File: config.mk
export PLATFORM = sky130hd
export DESIGN_NAME = if_stage_flat
export DESIGN_NICKNAME = d
export VERILOG_FILES = /design/src/rtl/if_stage_if.sv /design/src/rtl/if_stage.sv /design/src/flat_wrapper.sv
export SDC_FILE = /design/constraint.sdc
export NUM_CORES = 1
export LEC_CHECK = 0
export BUFFER_PORTS_ARGS = -buffer_cell sky130_fd_sc_hd__buf_4
export CAP_MARGIN = 0
export CORE_UTILIZATION = 30
export CTS_CLUSTER_DIAMETER = 50
export DETAILED_ROUTE_END_ITERATION = 12
export HOLD_SLACK_MARGIN = 0.02
export PLACE_DENSITY = 0.65
export SYNTH_ARGS = -nofsm -noshare
export SYNTH_HDL_FRONTEND = slang
export SYNTH_SLANG_ARGS = --single-unit
export TNS_END_PERCENT = 1
File: constraint.sdc
create_clock -name clk -period 2 [get_ports clk]
set_input_delay 0.2 -clock clk [delete_from_list [all_inputs] [get_ports clk]]
set_output_delay 0.2 -clock clk [all_outputs]
set_load 0.03 [all_outputs]
File: src/rtl/if_stage_if.sv
// Bundle of the fetch stage's control, instruction-memory and IF/ID signals.
// The slave modport is the fetch stage itself; the master modport is the
// surrounding pipeline (hazard unit, ID/EX redirect logic, instruction memory).
interface if_stage_if;
  logic        stall;
  logic        branch_taken;
  logic [31:0] branch_target;
  logic        jump;
  logic [31:0] jump_target;
  logic        jr;
  logic [31:0] jr_target;
  logic [31:0] imem_addr;
  logic [31:0] imem_instr;
  logic [31:0] ifid_instr;
  logic [31:0] ifid_pc_plus4;
  logic        ifid_valid;
  logic [31:0] fetch_count;

  modport master (
    output stall, branch_taken, branch_target,
    output jump, jump_target, jr, jr_target,
    input  imem_addr,
    output imem_instr,
    input  ifid_instr, ifid_pc_plus4, ifid_valid, fetch_count
  );

  modport slave (
    input  stall, branch_taken, branch_target,
    input  jump, jump_target, jr, jr_target,
    output imem_addr,
    input  imem_instr,
    output ifid_instr, ifid_pc_plus4, ifid_valid, fetch_count
  );
endinterface

File: src/rtl/if_stage.sv
// Instruction fetch stage: PC register, next-PC selection (branch, stall,
// jr, jump, sequential) and the IF/ID pipeline register with a count of
// instructions accepted into IF/ID.
module if_stage #(
  parameter logic [31:0] RESET_PC = 32'h00000000
) (
  input  logic        clk,
  input  logic        reset,
  if_stage_if.slave   bus
);

  logic [31:0] pc_reg, pc_next;
  logic [31:0] pc_plus4;
  logic [31:0] ifid_instr_reg, ifid_instr_next;
  logic [31:0] ifid_pc_plus4_reg, ifid_pc_plus4_next;
  logic        ifid_valid_reg, ifid_valid_next;
  logic [31:0] fetch_count_reg, fetch_count_next;

  // Word-aligned redirect targets; the low two bits are never loaded into PC.
  logic [31:0] branch_target_aligned;
  logic [31:0] jump_target_aligned;
  logic [31:0] jr_target_aligned;

  assign branch_target_aligned = {bus.branch_target[31:2], 2'b00};
  assign jump_target_aligned   = {bus.jump_target[31:2], 2'b00};
  assign jr_target_aligned     = {bus.jr_target[31:2], 2'b00};

  // Sequential successor wraps naturally at 2^32.
  assign pc_plus4 = pc_reg + 32'd4;

  // Next-PC and IF/ID selection. A taken branch beats a stall because the
  // stalled ID instruction is on the wrong path; jr/jump are ignored under a
  // stall since the held ID instruction re-asserts them later; jr beats jump.
  always_comb begin
    pc_next            = pc_plus4;
    ifid_instr_next    = bus.imem_instr;
    ifid_pc_plus4_next = pc_plus4;
    ifid_valid_next    = 1'b1;
    fetch_count_next   = fetch_count_reg + 32'd1;

    if (bus.branch_taken) begin
      pc_next            = branch_target_aligned;
      ifid_instr_next    = 32'h00000000;
      ifid_pc_plus4_next = 32'h00000000;
      ifid_valid_next    = 1'b0;
      fetch_count_next   = fetch_count_reg;
    end else if (bus.stall) begin
      pc_next            = pc_reg;
      ifid_instr_next    = ifid_instr_reg;
      ifid_pc_plus4_next = ifid_pc_plus4_reg;
      ifid_valid_next    = ifid_valid_reg;
      fetch_count_next   = fetch_count_reg;
    end else if (bus.jr || bus.jump) begin
      pc_next            = bus.jr ? jr_target_aligned : jump_target_aligned;
      ifid_instr_next    = 32'h00000000;
      ifid_pc_plus4_next = 32'h00000000;
      ifid_valid_next    = 1'b0;
      fetch_count_next   = fetch_count_reg;
    end
  end

  // State registers; reset discards any pending stall or redirect.
  always_ff @(posedge clk) begin
    if (reset) begin
      pc_reg            <= RESET_PC;
      ifid_instr_reg    <= 32'h00000000;
      ifid_pc_plus4_reg <= 32'h00000000;
      ifid_valid_reg    <= 1'b0;
      fetch_count_reg   <= 32'h00000000;
    end else begin
      pc_reg            <= pc_next;
      ifid_instr_reg    <= ifid_instr_next;
      ifid_pc_plus4_reg <= ifid_pc_plus4_next;
      ifid_valid_reg    <= ifid_valid_next;
      fetch_count_reg   <= fetch_count_next;
    end
  end

  assign bus.imem_addr     = pc_reg;
  assign bus.ifid_instr    = ifid_instr_reg;
  assign bus.ifid_pc_plus4 = ifid_pc_plus4_reg;
  assign bus.ifid_valid    = ifid_valid_reg;
  assign bus.fetch_count   = fetch_count_reg;

endmodule

File: src/flat_wrapper.sv
// flat-port wrapper written by rule: the top's interface ports become plain ports
module if_stage_flat 
#(
  parameter logic [31:0] RESET_PC = 32'h00000000
)
  (clk, reset, bus_stall, bus_branch_taken, bus_branch_target, bus_jump, bus_jump_target, bus_jr, bus_jr_target, bus_imem_addr, bus_imem_instr, bus_ifid_instr, bus_ifid_pc_plus4, bus_ifid_valid, bus_fetch_count);
  if_stage_if bus_i ();
  input  logic clk;
  input  logic reset;
  input wire logic [$bits(bus_i.stall)-1:0] bus_stall;
  input wire logic [$bits(bus_i.branch_taken)-1:0] bus_branch_taken;
  input wire logic [$bits(bus_i.branch_target)-1:0] bus_branch_target;
  input wire logic [$bits(bus_i.jump)-1:0] bus_jump;
  input wire logic [$bits(bus_i.jump_target)-1:0] bus_jump_target;
  input wire logic [$bits(bus_i.jr)-1:0] bus_jr;
  input wire logic [$bits(bus_i.jr_target)-1:0] bus_jr_target;
  output wire logic [$bits(bus_i.imem_addr)-1:0] bus_imem_addr;
  input wire logic [$bits(bus_i.imem_instr)-1:0] bus_imem_instr;
  output wire logic [$bits(bus_i.ifid_instr)-1:0] bus_ifid_instr;
  output wire logic [$bits(bus_i.ifid_pc_plus4)-1:0] bus_ifid_pc_plus4;
  output wire logic [$bits(bus_i.ifid_valid)-1:0] bus_ifid_valid;
  output wire logic [$bits(bus_i.fetch_count)-1:0] bus_fetch_count;
  assign bus_i.stall = bus_stall;
  assign bus_i.branch_taken = bus_branch_taken;
  assign bus_i.branch_target = bus_branch_target;
  assign bus_i.jump = bus_jump;
  assign bus_i.jump_target = bus_jump_target;
  assign bus_i.jr = bus_jr;
  assign bus_i.jr_target = bus_jr_target;
  assign bus_imem_addr = bus_i.imem_addr;
  assign bus_i.imem_instr = bus_imem_instr;
  assign bus_ifid_instr = bus_i.ifid_instr;
  assign bus_ifid_pc_plus4 = bus_i.ifid_pc_plus4;
  assign bus_ifid_valid = bus_i.ifid_valid;
  assign bus_fetch_count = bus_i.fetch_count;
  if_stage #(.RESET_PC(RESET_PC)) u_core (.clk(clk), .reset(reset), .bus(bus_i));
endmodule
==> results.sh <==
export IMPL_status="completed"
export IMPL_n_fill_cell=2003
export IMPL_initial_core_util_pct=30.7
export IMPL_cts_setup_buffers=0
export IMPL_dieArea_um2=21300
export IMPL_grt_start_max_net_pins=60
export IMPL_synth_seq_cells=127
export IMPL_synth_flop_cell="dfxtp_1"
export IMPL_cp_required_ps=2290
export IMPL_cap_violations=0
export IMPL_rsz0062_at_grt="true"
export IMPL_yosys_cell_types_count=55
export IMPL_ff_latch_area_um2=2580
export IMPL_dp_hpwl_mm=17.4
export IMPL_ant_nets=0
export IMPL_syn_num_nets=899
export IMPL_finish_utilization_pct=48.1
export IMPL_period_share_pct=98.0
export IMPL_synthSimpleGateAreaFrac_pct=23.0
export IMPL_cp_arrival_ps=2250
export IMPL_synth_compound_area_share_pct=21.5
export IMPL_worstMarginPinSlew_ps=635
export IMPL_peakVddDrop_mv=0.563
export IMPL_muxShareOfSynthArea_pct=1.00
export IMPL_post_drt_via_cell_ratio=5.10
export IMPL_die_x_um=146
export IMPL_route_detailed_drc=0
export IMPL_place_area_um2=8810
export IMPL_top_usage_layer="met2"
export IMPL_final_cell_mix="323 x buf_4, 103 x dfxtp_1, 94 x nor2_1, 56 x nand2_1, 48 x a21oi_1"
export IMPL_vias=6938
export IMPL_clkLatencyLatePin_ps=420
export IMPL_clk_pin_slew_ps=60
export IMPL_start_kind="flip-flop"
export IMPL_final_setup_viol_count=0
export IMPL_grt_antenna_before_repair=0
export IMPL_cpPeakStageDelay_ps=490
export IMPL_synthTopCellsByArea="dfxtp_1 41%, nor2_1 5.7%, xnor2_1 5.2%"
export IMPL_r2r_start="u_core.bus.imem_addr[2]$_SDFFE_PP0P_"
export IMPL_crit_family="simple AND/OR/NAND/NOR gates"
export IMPL_use_met1_pct=27.0
export IMPL_synth_xor_xnor_area_share_pct=7.17
export IMPL_synth_adder_area_share_pct=0.402
export IMPL_synth_edf_count=0
export IMPL_async_flop_share_pct=0
export IMPL_min_delay_start="bus_branch_target[3]"
export IMPL_synth_top_family_by_area="simple AND/OR/NAND/NOR gates"
export IMPL_post_drt_wl_per_cell_um=17.7
export IMPL_layout_commonest_cell="buf_4"
export IMPL_grt_pass1_vias=6568
export IMPL_synth_top_area_share_pct=40.8
export IMPL_period_needed_ps=1960
export IMPL_synth_seq_area_share_pct=40.8
export IMPL_finClkSkew_ps=7.28
export IMPL_clock_fmax_mhz=510
export IMPL_grt_pass1_wl_mm=36.8
export IMPL_grtUsageMet2_pct=38.0
export IMPL_grt_usage_pct=22.2
export IMPL_multi_input_area_um2=3350
export IMPL_critPathMaxFanout=4
export IMPL_htree_levels=4
export IMPL_ios=263
export IMPL_crit_chain="ha_2, and4_1, or4b_1, a21oi_1, nor2_1, a2111oi_1"
export IMPL_worst_path_max_delay_cell="or4b_1"
export IMPL_design_core_area_um2=20300
export IMPL_hold_viol_final=0
export IMPL_power_leakage_nw=4.03
export IMPL_synth_area_um2=6230
export IMPL_dr_pass1_iters=5
export IMPL_startpoint="u_core.bus.imem_addr[2]$_SDFFE_PP0P_"
export IMPL_nets=1213
export IMPL_min_path_type="in2reg"
export IMPL_drt_initial_drc_count=388
export IMPL_die_h_um=146
export IMPL_finalMaxSlewViolations=0
export IMPL_num_antenna_cells=0
export IMPL_synth_top_area_cell="dfxtp_1"
export IMPL_use_met3_pct=6.94
export IMPL_grt_ovfl_total=0
export IMPL_syn_inst=763
export IMPL_cts_tree="done"
export IMPL_cts_buffer_depth=2
export IMPL_ys_warn_count=0
export IMPL_slew_headroom_pct=57.7
export IMPL_final_area_um2=9770
export IMPL_portBuffers=256
export IMPL_pwr_density_cell_nw_per_um2=711
export IMPL_row_count=52
export IMPL_drt_total_wl_mm=24.0
export IMPL_area_delta_synth_final_pct=56.9
export IMPL_path_buf_inv=0
export IMPL_layout_drive_gt1_share_pct=36.8
export IMPL_place_congestion=0.900
export IMPL_clkSinkCount=127
export IMPL_cts_buffers=17
export IMPL_crit_type="reg2reg"
export IMPL_cp_end_kind="flip-flop"
export IMPL_root_buffer="clkbuf_16"
export IMPL_synth_avg_cell_area_um2=8.16
## timing repair
action,CTS,global route
resized for setup,0,7
endpoints found under the setup margin,0,16
hold buffers,31,0
endpoints found under the hold margin,31,0
## synthesized netlist by cell type, drive strengths merged, types with 2 or more instances
cell type,number
o211a,2
a22oi,43
inv,33
nand2,56
or4,4
a22o,2
or2,4
a311oi,2
xnor2,37
o31a,2
and3,5
clkbuf,43
and2,2
ha,2
buf,17
o21a,4
a21oi,48
dfxtp,127
nor3,28
mux2i,4
mux2,2
a221oi,22
nand3,22
o21ai,39
xor2,14
a211oi,7
a2111oi,7
and4,8
o31ai,3
or3,7
nor2b,18
a21o,4
nand4,18
a221o,4
nor4,14
nor2,94
o22ai,6
## tightest hold or removal path: stages
cell and delay [ps]:
buf_4 90, mux2i_1 60, nor2_1 70
## kinds of logic (layout without fill, tap and decap cells)
group                    Yosys count  in the layout
AO/OA/AOI/OAI                    200            200
XOR/XNOR                          51             51
adder cells (fa/ha/maj)            2              2
buffers and inverters             93            420
flip-flops                       127            127
multiplexers                       6              6
AND/OR/NAND/NOR                  284            284
## path summary, 6_finish.rpt
kind	end	depth (start not counted)	slack, ps
worst min register to register	u_core.bus.ifid_pc_plus4[26]$_SDFFE_PP0N_	2	450
worst max-delay path	u_core.bus.imem_addr[14]$_SDFFE_PP0P_	6	40
worst max register to register	u_core.bus.imem_addr[14]$_SDFFE_PP0P_	6	40
worst min-delay path	u_core.bus.imem_addr[3]$_SDFFE_PP0P_	3	40
## through the flow
step	power (mW)	TNS (ps)	std cells	setup WS (ps)	hold WS [ps]
after floorplan	3.18	-8.25	763	-6.60	342
after global placement	3.68	0	1297	32.5	428
after detailed placement	3.69	0	1297	64.7	436
after CTS	7.01	0	1360	51.7	28.1
after global routing	7.19	-19.0	1360	-9.98	49.2
final	6.95	0	1360	40.6	36.6
## layout make-up
| class | count | area share, % |
|---|---|---|
| clock buffer | 22 | 5.08 |
| clock inverter | 10 | 1.27 |
| inverter | 33 | 1.27 |
| multi-input combinational | 543 | 34.3 |
| sequential | 127 | 26.4 |
| tap | 270 | 3.46 |
| timing repair buffer | 355 | 28.2 |
## report_power, final
group	internal, mW	total [mW]	switching, mW
Sequential	2.59	2.66	0.0678
Clock	2.03	3.26	1.23
Combinational	0.480	1.03	0.547
Total	5.11	6.95	1.84
## layer usage
metal,wire (µm),part of all wire (%)
met4,255,1.1
met2,11500,48
met1,10200,42
met5,0,0
met3,2040,8.5
(Power assumes the default switching activity.)
